## config.mk

```make
export PLATFORM = sky130hd
export DESIGN_NAME = count_seq_ctrl
export DESIGN_NICKNAME = d
export VERILOG_FILES = /design/src/rtl/count_seq_pkg.sv /design/src/rtl/count_seq_step.sv /design/src/rtl/count_seq_ctrl.sv
export SDC_FILE = /design/constraint.sdc
export NUM_CORES = 1
export LEC_CHECK = 0
export CORE_ASPECT_RATIO = 0.9
export CORE_MARGIN = 4
export CORE_UTILIZATION = 42
export DETAILED_ROUTE_END_ITERATION = 6
export PLACE_DENSITY = 0.74
export SETUP_SLACK_MARGIN = 0.3
export SLEW_MARGIN = 20
export SYNTH_ARGS = -nofsm -noshare
export SYNTH_HDL_FRONTEND = slang
export SYNTH_SLANG_ARGS = --single-unit
```

## constraint.sdc

```tcl
create_clock -name clock -period 2 [get_ports clock]
set_clock_uncertainty 0.05 [all_clocks]
set_input_delay 0.4 -clock clock [delete_from_list [all_inputs] [get_ports clock]]
set_output_delay 0.4 -clock clock [all_outputs]
set_load 0.005 [all_outputs]
```

## src/rtl/count_seq_pkg.sv

```systemverilog
// count_seq_pkg: shared types and defaults for the count_seq_ctrl block.
//   state_e      - sequencer states (idle, counting, paused, terminal)
//   DefaultWidth - default counter width in bits
//   DefaultWrapW - default wrap-event counter width in bits
package count_seq_pkg;

  typedef enum logic [1:0] {
    StIdle  = 2'd0,
    StRun   = 2'd1,
    StPause = 2'd2,
    StDone  = 2'd3
  } state_e;

  localparam int unsigned DefaultWidth = 4;
  localparam int unsigned DefaultWrapW = 8;

endpackage

```

## src/rtl/count_seq_step.sv

```systemverilog
// count_seq_step: combinational up/down step for the sequencer counter.
//   counter_i - current count
//   up_dn_i   - 1 = increment, 0 = decrement
//   next_o    - count one step on, modulo 2^Width
//   wrap_o    - the step crosses the all-ones/zero boundary
module count_seq_step #(
  parameter int unsigned Width = 4
) (
  input  logic [Width-1:0] counter_i,
  input  logic             up_dn_i,
  output logic [Width-1:0] next_o,
  output logic             wrap_o
);

  localparam logic [Width-1:0] One = Width'(1);

  always_comb begin
    if (up_dn_i) begin
      next_o = counter_i + One;
      wrap_o = &counter_i;
    end else begin
      next_o = counter_i - One;
      wrap_o = ~|counter_i;
    end
  end

endmodule

```

## src/rtl/count_seq_ctrl.sv

```systemverilog
// count_seq_ctrl: start/stop/pause controlled up/down counter sequencer that
// counts from its current value until it reaches a terminal limit.
//   clock, reset        - rising-edge clock, asynchronous active-low reset
//   start/stop/pause    - sequencing controls (start only honoured in idle)
//   up_dn               - count direction, 1 = up
//   load, load_val      - synchronous load of the counter, any state
//   limit               - terminal value that ends a run
//   counter             - registered count
//   running             - high while counting or paused
//   done                - one-cycle pulse on reaching the limit
//   wrap                - one-cycle pulse in the cycle the count has wrapped
//   wrap_cnt            - saturating wraps-since-start count; only present
//                         when COUNT_SEQ_WRAP_CNT_EN is defined
module count_seq_ctrl
  import count_seq_pkg::*;
#(
  parameter int unsigned WIDTH  = DefaultWidth,
  parameter int unsigned WRAP_W = DefaultWrapW
) (
  input  logic              clock,
  input  logic              reset,
  input  logic              start,
  input  logic              stop,
  input  logic              pause,
  input  logic              up_dn,
  input  logic              load,
  input  logic [WIDTH-1:0]  load_val,
  input  logic [WIDTH-1:0]  limit,
  output logic [WIDTH-1:0]  counter,
  output logic              running,
  output logic              done,
  output logic              wrap
`ifdef COUNT_SEQ_WRAP_CNT_EN
  ,
  output logic [WRAP_W-1:0] wrap_cnt
`endif
);

  if (WIDTH < 2 || WIDTH > 16 || WRAP_W < 1) begin : g_param_check
    $error("count_seq_ctrl: WIDTH must be 2..16 and WRAP_W at least 1");
  end

  state_e           state_q, state_d;
  logic [WIDTH-1:0] counter_q, counter_d;
  logic             running_q, running_d;
  logic             done_q, done_d;
  logic             wrap_q, wrap_d;
  logic             run_entry;
  logic [WIDTH-1:0] step_next;
  logic             step_wrap;

  count_seq_step #(
    .Width (WIDTH)
  ) u_step (
    .counter_i (counter_q),
    .up_dn_i   (up_dn),
    .next_o    (step_next),
    .wrap_o    (step_wrap)
  );

  always_comb begin
    state_d   = state_q;
    counter_d = counter_q;
    done_d    = 1'b0;
    wrap_d    = 1'b0;
    run_entry = 1'b0;

    unique case (state_q)
      StIdle: begin
        // stop outranks load and start even with nothing to abort
        if (!stop) begin
          if (load) begin
            counter_d = load_val;
          end
          if (start) begin
            state_d   = StRun;
            run_entry = 1'b1;
          end
        end
      end

      StRun, StPause: begin
        if (stop) begin
          state_d = StIdle;
        end else if (load) begin
          counter_d = load_val;
          if (load_val == limit) begin
            state_d = StDone;
            done_d  = 1'b1;
          end else begin
            state_d = pause ? StPause : StRun;
          end
        end else if (pause) begin
          state_d = StPause;
        end else if (state_q == StPause) begin
          // leaving pause costs one edge; the step happens on the next one
          state_d = StRun;
        end else begin
          counter_d = step_next;
          wrap_d    = step_wrap;
          if (step_next == limit) begin
            state_d = StDone;
            done_d  = 1'b1;
          end
        end
      end

      StDone: begin
        state_d = StIdle;
        if (!stop && load) begin
          counter_d = load_val;
        end
      end

      default: state_d = StIdle;
    endcase

    running_d = (state_d == StRun) || (state_d == StPause);
  end

  always_ff @(posedge clock or negedge reset) begin
    if (!reset) begin
      state_q   <= StIdle;
      counter_q <= '0;
      running_q <= 1'b0;
      done_q    <= 1'b0;
      wrap_q    <= 1'b0;
    end else begin
      state_q   <= state_d;
      counter_q <= counter_d;
      running_q <= running_d;
      done_q    <= done_d;
      wrap_q    <= wrap_d;
    end
  end

  assign counter = counter_q;
  assign running = running_q;
  assign done    = done_q;
  assign wrap    = wrap_q;

`ifdef COUNT_SEQ_WRAP_CNT_EN
  logic [WRAP_W-1:0] wrap_cnt_q, wrap_cnt_d;

  always_comb begin
    wrap_cnt_d = wrap_cnt_q;
    if (run_entry) begin
      wrap_cnt_d = '0;
    end else if (wrap_d && !(&wrap_cnt_q)) begin
      wrap_cnt_d = wrap_cnt_q + WRAP_W'(1);
    end
  end

  always_ff @(posedge clock or negedge reset) begin
    if (!reset) begin
      wrap_cnt_q <= '0;
    end else begin
      wrap_cnt_q <= wrap_cnt_d;
    end
  end

  assign wrap_cnt = wrap_cnt_q;
`else
  logic unused_run_entry;
  assign unused_run_entry = run_entry;
`endif

endmodule

```

# After elaboration in Yosys (flattened, before gate mapping)
# Cells that the tools add are included.
# op_classes
div	0
reduce_logical	9
addsub	2
n_shift	0
eq_ne	13
n_lt_le_gt_ge	0
n_mul	0
mux	32
bitwise_logic	0
# op_table
cell	count
$mux 4	8
$mux 2	9
$mux 1	13
$pmux 4 s3	1
$eq 4x4->1	2
$ne 2x2->1 const B	4
$eq 2x2->1 const B	3
$ne 3x3->1 const B	2
$pmux 2 s3	1
$reduce_and 6->1	1
$add 4x1->4 const B	1
$eq 2x1->1 const B	2
$reduce_and 4->1	1
$reduce_or 4->1	1
$sub 4x1->4 const B	1
$logic_not 1->1	2
$logic_not 2->1	1
$reduce_or 2->1	1
$logic_and 1x1->1	1
$logic_or 1x1->1	1
# word_totals
in_bits	15
mem_count	0
output_inout_bits	7
register_bits	9
latchBits	0
rom_bits	0
mem_bits_rw	0
word_cells	61

# Logic depth before layout (Yosys ltp)
# Gate-level depths: netlist of run 1.
# logic_depth
depth_word	11
mapped_depth	7
depth_no_buf	7

# By module
# From an unflattened synthesis of run 1, not the netlist that was laid out.
# unflattened
cells_unflattened	79
hier_area_um2	749.5
# by_module_without_submodules
module	seq_area_each_um2	n_inst	area_per_inst_um2	cells_per_inst
count_seq_ctrl	225.2	1	633.1	65
count_seq_step	0.0	1	116.4	14

# Least setup slack after synthesis of run 1
# No wires, ideal clock.
# synth_timing
path_kind	register -> register
from	reg counter_q[0] (netlist: counter[0])
to	reg running_q (netlist: running)
slack_ns	-0.027
t_required_ns	1.871
period_less_slack_ns	2.027
arrival_ns	1.898
stages_incl_launch_ff	8
path_cell_list	dfrtp_1 > inv_1 > fa_1 > xnor3_1 > nor3_2 > o21ai_2 > a22oi_2 > xor2_1
# synth_via
elab_chain_len	11
word_cells_on_any_way	13
# synth_rtl
element	line	source
start: declaration	count_seq_ctrl.sv:44	logic [WIDTH-1:0] counter_q, counter_d;
start signal: assignment	count_seq_ctrl.sv:130	counter_q <= counter_d;
$sub 4x1->4 / $add 4x1->4 (equally long branches)	count_seq_step.sv:22, count_seq_step.sv:19	
$mux 4 (*)	count_seq_step.sv:18	if (up_dn_i) begin
$eq 4x4->1 (*)	count_seq_ctrl.sv:101	if (step_next == limit) begin
$mux 2 (*)	count_seq_ctrl.sv:101	
$mux 2 (*)	count_seq_ctrl.sv:95	end else if (state_q == StPause) begin
$mux 2 (*)	count_seq_ctrl.sv:93	end else if (pause) begin
$mux 2 (*)	count_seq_ctrl.sv:85	end else if (load) begin
$mux 2 (*)	count_seq_ctrl.sv:83	if (stop) begin
$pmux 2 s3 (*)	count_seq_ctrl.sv:68	unique case (state_q)
via state_d[0]	count_seq_ctrl.sv:43	state_e state_q, state_d;
$eq 2x1->1 / $eq 2x2->1 (equally long branches)	count_seq_ctrl.sv:118	running_d = (state_d == StRun) || (state_d == StPause);
$logic_or 1x1->1 (*)	count_seq_ctrl.sv:118	
via running_d	count_seq_ctrl.sv:45	logic running_q, running_d;
end signal: assignment	count_seq_ctrl.sv:131	running_q <= running_d;
end: declaration	count_seq_ctrl.sv:45	
# Mark *: on every way through the listed nets, which the timed path passes. The rest lies on a longest branch.
# A chain may end at the register's enable or synchronous reset.

# Final worst setup path of run 1
# layout_timing
from	reg counter_q[1] (netlist: counter[1])
to	reg running_q (netlist: running)
# The elaborated chain is that of the path after synthesis.

==> flow_metrics.py, run 1 <==
metrics = {
    "setup_path": {
        "worst-setup-path-type": "flop to flop",
        "cp-start-kind": "flop",
        "cp_data_required_time_ps": 2130,
        "cp_max_fo": 3,
        "arrival_ps": 2070,
        "end_kind": "flop",
    },
    "clock_network": {
        "root_buffer": "clkbuf_4",
        "clock_latency_ps": 250,
        "htree_levels": 1,
        "cts.sinks": 9,
        "clk_pin_slew_worst_paths_ps": 60,
        "cts.path.max_buffers": 2,
        "cts_tree": "done",
        "numCtsBuffers": 3,
    },
    "power_and_ir_drop": {
        "powerDensity_mw_per_mm2": 1340,
        "ir_drop_uv": 823,
        "p_leak_nw": 0.576,
        "finalPower_w": 0.00177,
    },
    "grt": {
        "top_usage_layer": "met2",
        "grt_pass1_wl_um": 3440,
        "grt_usage_pct": 17.5,
        "gr-usage-met3_pct": 1.53,
        "grt_overflow": 0,
        "met2_usage_pct": 26.1,
        "grt_max_degree": 10,
        "antenna_found_initial": 0,
        "met1_usage_pct": 25.0,
        "grt_pass1_vias": 790,
    },
    "timing": {
        "worst_slew_pin_slew_ps": 446,
        "max_freq_mhz": 516,
        "setup_violations": 0,
        "slew_violations": 0,
        "fin_crit_sh_pct": 96.9,
        "tns_ps": 0,
        "slew_headroom_pct": 70.0,
        "hold_violations": 0,
        "period_needed_ps": 1940,
        "rsz0062_at_grt": "yes",
    },
    "place": {
        "portBuffers": 21,
        "post-dp-hpwl_um": 1610,
        "place.gp.congestion": 0.837,
    },
    "synth": {
        "synth_cell_types": 33,
        "synth-seq-cells": 9,
        "synth_top_family_by_area": "compound AO/OA/AOI/OAI gates",
        "synth-xor-area-share_pct": 15.9,
        "synth_edf_count": 0,
        "syn_area_per_cell_sq_um": 9.24,
        "syn_area_sq_um": 786,
        "synthAdderAreaFrac_pct": 12.1,
        "ys.flop_type": "dfrtp_1",
        "yosysSeqAreaShare_pct": 28.7,
        "yosysWarnings": 0,
        "yosys.area_share.simple_pct": 18.2,
        "synth-compound-area-share_pct": 21.8,
        "syn_inst": 85,
        "synth_mux_area_share_pct": 0,
        "syn-num-nets": 107,
        "async_reset_ff_share_pct": 100,
    },
    "run": {
        "maxCapViolations": 0,
    },
    "layout": {
        "final_nets": 152,
        "insertedDiodeCount": 0,
        "layout-drive-gt1-share_pct": 37.2,
        "syn2layout_area_growth_pct": 67.8,
    },
    "floorplanning": {
        "die-width_um": 53.6,
        "io_pins": 22,
        "rows": 14,
        "die-area_sq_mm": 0.00263,
        "start_util_pct": 45.8,
        "placeableCoreArea_sq_mm": 0.00172,
        "die_h_um": 49.0,
    },
    "route": {
        "wire_per_inst_um": 16.3,
        "vias": 853,
        "drt-initial-drc-count": 33,
        "vias_per_cell": 5.58,
        "firstDrtPassIters": 4,
        "drc": 0,
        "wl_um": 2500,
        "ant_nets": 0,
    },
    "min_path": {
        "min_path_type": "input pin to asynchronous set/reset pin",
    },
    "outcome": {
        "outcome": "finished, final reports clean",
    },
}
layout make-up:
cell class | count | area (sq um)
multi-input cells | 69 | 648
repair buffers | 40 | 360
flip-flops and latches | 9 | 228
well taps | 24 | 30.0
inverters | 7 | 26.3
clock buffers | 4 | 26.3
fillers | 126 | 398
report_power, final:
part / switching (W) / total (W) / internal [W]
clock network: 0.0000580 / 0.000135 / 0.0000765
registers: 0.0000657 / 0.000317 / 0.000251
logic: 0.000619 / 0.00132 / 0.000696
path summary, 6_finish.rpt:
path / from / end / slack [ps] / cells after the start
setup / recovery: counter[1] / running / 60 / 7
hold / removal: reset / state_q[0] / 380 / 1
setup reg to reg: counter[1] / running / 60 / 7
hold reg to reg: counter[3] / counter[3] / 530 / 1
max in group asynchronous: reset / counter[3] / 1230 / 1
min in group clock: counter[3] / counter[3] / 530 / 1
registers in the layout, indices dropped and copies added (netlist names):
signal and count:
running 1, done 1, counter 4, state_q 2, wrap 1
per-layer routing:
layer,vias up,share of wire [%],wire length [um]
met2,50,47,1170
met5,-,0,0
met4,0,2.7,67
met3,12,7.2,181
met1,393,43,1070
li1,398,-,-
layout by cell type, fill, tap and decap left out, types with 2 or more instances in the layout:
master / instances
nor2_1: 6
xor2_1: 5
o21ai_1: 2
buf_6: 4
a22oi_2: 2
dfrtp_2: 2
buf_4: 15
a21oi_1: 3
inv_2: 4
nor3_2: 2
a21oi_2: 3
nand2_1: 4
clkdlybuf4s50_1: 18
xnor2_2: 2
nand2b_1: 3
ha_4: 4
xnor2_1: 2
clkbuf_4: 3
o21ai_0: 2
nor3_1: 2
ha_1: 2
dfrtp_1: 7
inv_1: 3
nand3_1: 3
and3_1: 2
a22oi_1: 2
dlygate4sd2_1: 2
synth_stat cells (2+ instances only):
master,number,area [sq um]
nand3_1,3,15.0
a22oi_1,3,22.5
ha_1,6,75.1
nor2_1,6,22.5
dfrtp_1,9,225
inv_1,7,26.3
nor3_1,4,20.0
xor2_1,5,43.8
nand2b_1,3,18.8
and3_1,2,12.5
xnor2_1,4,35.0
a21oi_1,6,30.0
nand2_1,4,15.0
o21ai_0,4,20.0
logic make-up after synthesis:
logic type      Yosys count
simple gates             27
compound gates           24
xor+xnor                 11
flops                     9
buf+inv                   7
fa+ha+maj                 7
per-stage QoR:
step	util, %	instances	cell area [sq um]	hold slack [ps]	setup WS, ps
finish	76.8	153	1320	379	62.3
detailed placement	65.8	141	1130	537	-432
floorplan	-	85	807	54.4	217
CTS	71.3	150	1220	378	145
global route	76.8	153	1320	407	-2.94
global placement	65.8	141	1130	529	-370
worst max-delay path: stages, from the launching register on:
cell and delay [ps]:
dfrtp_1 390, inv_2 80, fa_2 460, xnor2_2 160
nor3_2 210, o21ai_2 130, a22oi_2 210, xor2_1 160
timing repair:
item | CTS | global route
pin swaps | 8 | 6
hold buffers | 0 | 0
setup buffers | 5 | 3
resized for setup | 15 | 16
endpoints found under the setup margin | 10 | 10
Note: power is estimated with default switching activity, not from simulation.
==> run 2: changes to the inputs <==
--- a/config.mk
+++ b/config.mk
@@ -7,9 +7,10 @@
 export LEC_CHECK = 0
 export CORE_ASPECT_RATIO = 0.9
 export CORE_MARGIN = 4
-export CORE_UTILIZATION = 42
+export CORE_UTILIZATION = 46
 export DETAILED_ROUTE_END_ITERATION = 6
-export PLACE_DENSITY = 0.74
+export PLACE_DENSITY = 0.77
+export REMOVE_ABC_BUFFERS = 1
 export SETUP_SLACK_MARGIN = 0.3
 export SLEW_MARGIN = 20
 export SYNTH_ARGS = -nofsm -noshare
==> constraint.sdc (replaced) <==
create_clock -name clock -period 2.5 [get_ports clock]
set_clock_uncertainty 0.05 [all_clocks]
set_input_delay 0.5 -clock clock [delete_from_list [all_inputs] [get_ports clock]]
set_output_delay 0.5 -clock clock [all_outputs]
set_load 0.005 [all_outputs]
==> flow_metrics.py, run 2 (synthesis results as in run 1) <==
metrics = {
    "clock_network": {
        "clk_pin_slew_worst_paths_ps": 70,
        "numCtsBuffers": 3,
        "cts.sinks": 9,
        "cts.path.max_buffers": 2,
        "cts_tree": "done",
        "clock_latency_ps": 270,
        "root_buffer": "clkbuf_4",
        "htree_levels": 1,
    },
    "floorplanning": {
        "die_h_um": 47.2,
        "die-area_sq_mm": 0.00243,
        "die-width_um": 51.6,
        "placeableCoreArea_sq_mm": 0.00153,
        "rows": 13,
        "io_pins": 22,
        "start_util_pct": 51.4,
    },
    "layout": {
        "ff_latch_area_sq_um": 226,
        "final_common_cell": "clkdlybuf4s50_1",
        "final_nets": 137,
        "layout-drive-gt1-share_pct": 14.0,
        "layout_common_cells": "clkdlybuf4s50_1, dfrtp_1, inv_1",
        "largest_register_ffs": 4,
        "fillerInstances": 119,
        "insertedDiodeCount": 0,
        "multi_input_area_sq_um": 537,
        "syn2layout_area_growth_pct": 37.4,
    },
    "timing": {
        "slew_headroom_pct": 73.0,
        "max_freq_mhz": 496,
        "setup_violations": 0,
        "period_needed_ps": 2020,
        "slew_violations": 0,
        "worst_slew_pin_slew_ps": 404,
        "rsz0062_at_grt": "no",
        "whs_ps": 466,
        "tns_ps": 0,
        "fin_crit_sh_pct": 80.7,
        "hold_violations": 0,
    },
    "setup_path": {
        "cp_max_fo": 8,
        "end_kind": "flop",
        "cp-start-kind": "flop",
        "critPathMaxStageDelay_ps": 440,
        "cpMaxStageDelayCell": "dfrtp_2",
        "worst-path-buf-inv": 1,
        "ff2ff_setup_slack_ps": 480,
        "regToRegEndpoint": "running",
        "crit_chain": "inv_1, fa_2, xnor3_1, nor3_2, o21ai_2, a22oi_2, xor2_1",
        "crit_cells": 7,
        "r2r_start": "counter[0]",
        "worst-setup-path-type": "flop to flop",
        "reg2regPathDepth": 7,
        "arrival_ps": 2170,
        "cpLargestDelayFamily": "XOR/XNOR gates",
        "cp_data_required_time_ps": 2650,
    },
    "grt": {
        "grt_pass1_wl_um": 3260,
        "grt_pass1_vias": 731,
        "grt_overflow": 0,
        "grt_max_degree": 10,
        "antenna_found_initial": 0,
        "grt_usage_pct": 18.2,
    },
    "place": {
        "post-dp-hpwl_um": 1580,
        "portBuffers": 21,
        "place.gp.congestion": 0.855,
    },
    "route": {
        "drt-initial-drc-count": 43,
        "drc": 0,
        "wire_per_inst_um": 14.4,
        "vias": 736,
        "ant_nets": 0,
        "vias_per_cell": 5.41,
        "wl_um": 1960,
        "firstDrtPassIters": 4,
    },
    "min_path": {
        "min_path_type": "input pin to asynchronous set/reset pin",
    },
    "power_and_ir_drop": {
        "p_leak_nw": 0.483,
        "powerDensity_mw_per_mm2": 1010,
        "ir_drop_uv": 532,
    },
    "outcome": {
        "outcome": "finished, final reports clean",
    },
    "run": {
        "maxCapViolations": 0,
    },
}
-- run 2: timing repair --
action	4_1_cts	5_1_grt
buffers inserted	0	0
hold buffers	0	0
gates resized for setup	1	4
endpoints found under the setup margin	4	2
-- run 2: how the worst max path moves through the flow --
stage / from / to / slack, ps
final: counter[0] / running / 480
after global routing: counter[0] / running / 320
after CTS: counter[0] / running / 350
after detailed placement: up_dn / running / -140
after global placement: up_dn / running / -80
after floorplan: up_dn / running / 470
-- run 2: report_power, final --
group / internal, W / total (W) / switching [W]
sequential: 0.000199 / 0.000275 / 0.0000764
combinational: 0.000368 / 0.000692 / 0.000324
clock: 0.0000594 / 0.000118 / 0.0000590
total: 0.000627 / 0.00109 / 0.000460
-- run 2: layout make-up --
cell class	count	area share, %
Multi-Input combinational cell	69	49.7
Sequential cell	9	21.0
Clock buffer	3	2.09
Inverter	7	2.43
Tap cell	22	2.55
Clock inverter	1	0.463
Timing Repair Buffer	25	21.8
-- run 2: stage by stage --
stage / instance area [sq um] / worst slack (ps) / util (%) / power [W] / cells
after floorplan: 786 / 465 / - / 0.000703 / 85
after global placement: 1050 / -82.1 / 68.9 / 0.000939 / 132
after CTS: 1080 / 349 / 70.6 / 0.00108 / 136
after global routing: 1080 / 321 / 70.6 / 0.00117 / 136
final: 1080 / 483 / 70.6 / 0.00109 / 136
after detailed placement: 1050 / -142 / 68.9 / 0.000956 / 132
-- run 2: layer usage --
metal  share of wire (%)  wire (um)  vias up  GRT usage [%]
met3                 8.1        159        2           2.54
li1                    -          -      365              -
met5                   0          0        -              0
met4                 1.2         23        0           7.85
met2                  45        879       29           29.9
met1                  46        898      340           24.3
==> run 3: changes to the inputs <==
==> constraint.sdc (replaced) <==
create_clock -name clock -period 1.88 [get_ports clock]
set_clock_uncertainty 0.05 [all_clocks]
set_input_delay 0.376 -clock clock [delete_from_list [all_inputs] [get_ports clock]]
set_output_delay 0.376 -clock clock [all_outputs]
set_load 0.005 [all_outputs]
==> flow_metrics.py, run 3 (synthesis results as in run 1) <==
metrics = {
    "setup_path": {
        "cp_max_fo": 3,
        "cpMaxStageDelayCell": "fa_2",
        "cp_data_required_time_ps": 2020,
        "r2r_start": "counter[1]",
        "worst-path-buf-inv": 1,
        "arrival_ps": 2100,
        "worst-setup-path-type": "flop to flop",
        "crit_chain": "inv_2, fa_2, xnor2_2, nor3_2, o21ai_2, o211ai_2, xor2_1",
        "critPathMaxStageDelay_ps": 480,
        "cpLargestDelayFamily": "adder cells",
        "end_kind": "flop",
        "cp-start-kind": "flop",
        "regToRegEndpoint": "running",
        "ff2ff_setup_slack_ps": -80,
        "reg2regPathDepth": 7,
    },
    "grt": {
        "grt_overflow": 0,
        "grt_usage_pct": 20.9,
        "antenna_found_initial": 0,
        "grt_max_degree": 10,
        "grt_pass1_wl_um": 3680,
        "grt_pass1_vias": 788,
    },
    "min_path": {
        "min_path_type": "input pin to asynchronous set/reset pin",
    },
    "route": {
        "firstDrtPassIters": 4,
        "vias": 917,
        "wl_um": 3100,
        "ant_nets": 0,
        "wire_per_inst_um": 19.9,
        "drc": 0,
        "drt-initial-drc-count": 40,
        "vias_per_cell": 5.88,
    },
    "power_and_ir_drop": {
        "p_leak_nw": 0.608,
        "powerDensity_mw_per_mm2": 1480,
        "ir_drop_uv": 1140,
        "finalPower_w": 0.00203,
    },
    "clock_network": {
        "numCtsBuffers": 3,
        "cts.path.max_buffers": 2,
        "cts.sinks": 9,
        "cts_hold_buffers": 0,
        "cts_tree": "done",
        "clk_pin_slew_worst_paths_ps": 70,
        "root_buffer": "clkbuf_4",
        "htree_levels": 1,
        "clock_latency_ps": 260,
    },
    "layout": {
        "syn2layout_area_growth_pct": 74.7,
        "multi_input_area_sq_um": 661,
        "ff_latch_area_sq_um": 225,
        "fillerInstances": 73,
        "fin_area_sq_mm": 0.00137,
        "insertedDiodeCount": 0,
        "layout_common_cells": "buf_4, clkdlybuf4s50_1, dfrtp_1",
        "final_common_cell": "buf_4",
        "largest_register_ffs": 4,
        "final_nets": 157,
        "layout-drive-gt1-share_pct": 43.3,
    },
    "floorplanning": {
        "placeableCoreArea_sq_mm": 0.00153,
        "die-area_sq_mm": 0.00243,
        "die_h_um": 47.2,
        "die-width_um": 51.6,
        "io_pins": 22,
        "start_util_pct": 51.4,
        "rows": 13,
    },
    "timing": {
        "worst_slew_pin_slew_ps": 394,
        "slew_violations": 0,
        "period_needed_ps": 1960,
        "rsz0062_at_grt": "yes",
        "slew_headroom_pct": 73.7,
        "setup_violations": 3,
        "fin_ws_ps": -81.4,
        "hold_violations": 0,
        "fin_crit_sh_pct": 104,
        "max_freq_mhz": 510,
    },
    "outcome": {
        "violations": "setup timing",
        "outcome": "complete, but fails checks",
    },
    "place": {
        "place.gp.congestion": 0.808,
        "post-dp-hpwl_um": 1720,
        "placed_area_sq_mm": 0.00115,
        "portBuffers": 21,
    },
    "run": {
        "maxCapViolations": 0,
    },
}
[run 3: cell types whose count changed in the layout (fill, tap and decap cells not counted), moves of 3 or more]
cell             delta
o21ai_0             -3
ha_1                -5
o21ai_1             +3
clkdlybuf4s50_1     -4
buf_4              +14
dlygate4sd2_1       +3
inv_1               -5
buf_6               +6
inv_2               +5
ha_4                +3
[run 3: through the flow]
| stage | TNS [ps] | cells | hold slack, ps | setup WS, ps | util, % |
|---|---|---|---|---|---|
| 2_1_floorplan | -262 | 85 | 30.4 | -147 | - |
| 3_3_place_gp | -2830 | 145 | 555 | -553 | 75.3 |
| 3_5_place_dp | -3340 | 145 | 573 | -658 | 75.3 |
| 4_1_cts | 0 | 152 | 358 | 32.7 | 82.9 |
| 5_1_grt | -509 | 156 | 364 | -188 | 89.8 |
| 6_report | -150 | 156 | 350 | -81.4 | 89.8 |
[run 3: layer usage]
layer | track usage, % | vias up | wire (um)
li1 | - | 407 | -
met3 | 2.86 | 14 | 318
met4 | 6.28 | 0 | 112
met1 | 27.4 | 426 | 1200
met2 | 36.3 | 70 | 1460
met5 | 0 | - | 0
[run 3: final cells by class]
class	count	area share [%]
inverter	7	1.91
clock buffer	3	1.64
clock inverter	1	0.365
tap	22	2.01
multi-input combinational	69	48.1
timing repair buffer	45	29.5
sequential	9	16.4
[run 3: what timing repair did]
item / 4_1_cts / 5_1_grt
resized for setup: 23 / 22
buffers inserted: 3 / 4
endpoints found under the setup margin: 13 / 8
pin swaps: 8 / 10
[run 3: where the power goes]
part / internal [W] / switching [W] / leakage [nW]
registers: 0.000263 / 0.0000641 / 0.115
clock network: 0.0000785 / 0.0000783 / 0.0177
logic: 0.000794 / 0.000750 / 0.475
total: 0.00113 / 0.000893 / 0.608
[run 3: how the worst max path moves through the flow]
stage                          start  endpoint  slack (ps)  cells past startpoint
after global routing      counter[1]   running        -190                      7
after detailed placement       up_dn   running        -660                      7
after global placement         up_dn   running        -550                      7
after floorplan           counter[0]   running        -150                      7
after CTS                 counter[1]   running          30                      7
final                     counter[1]   running         -80                      7
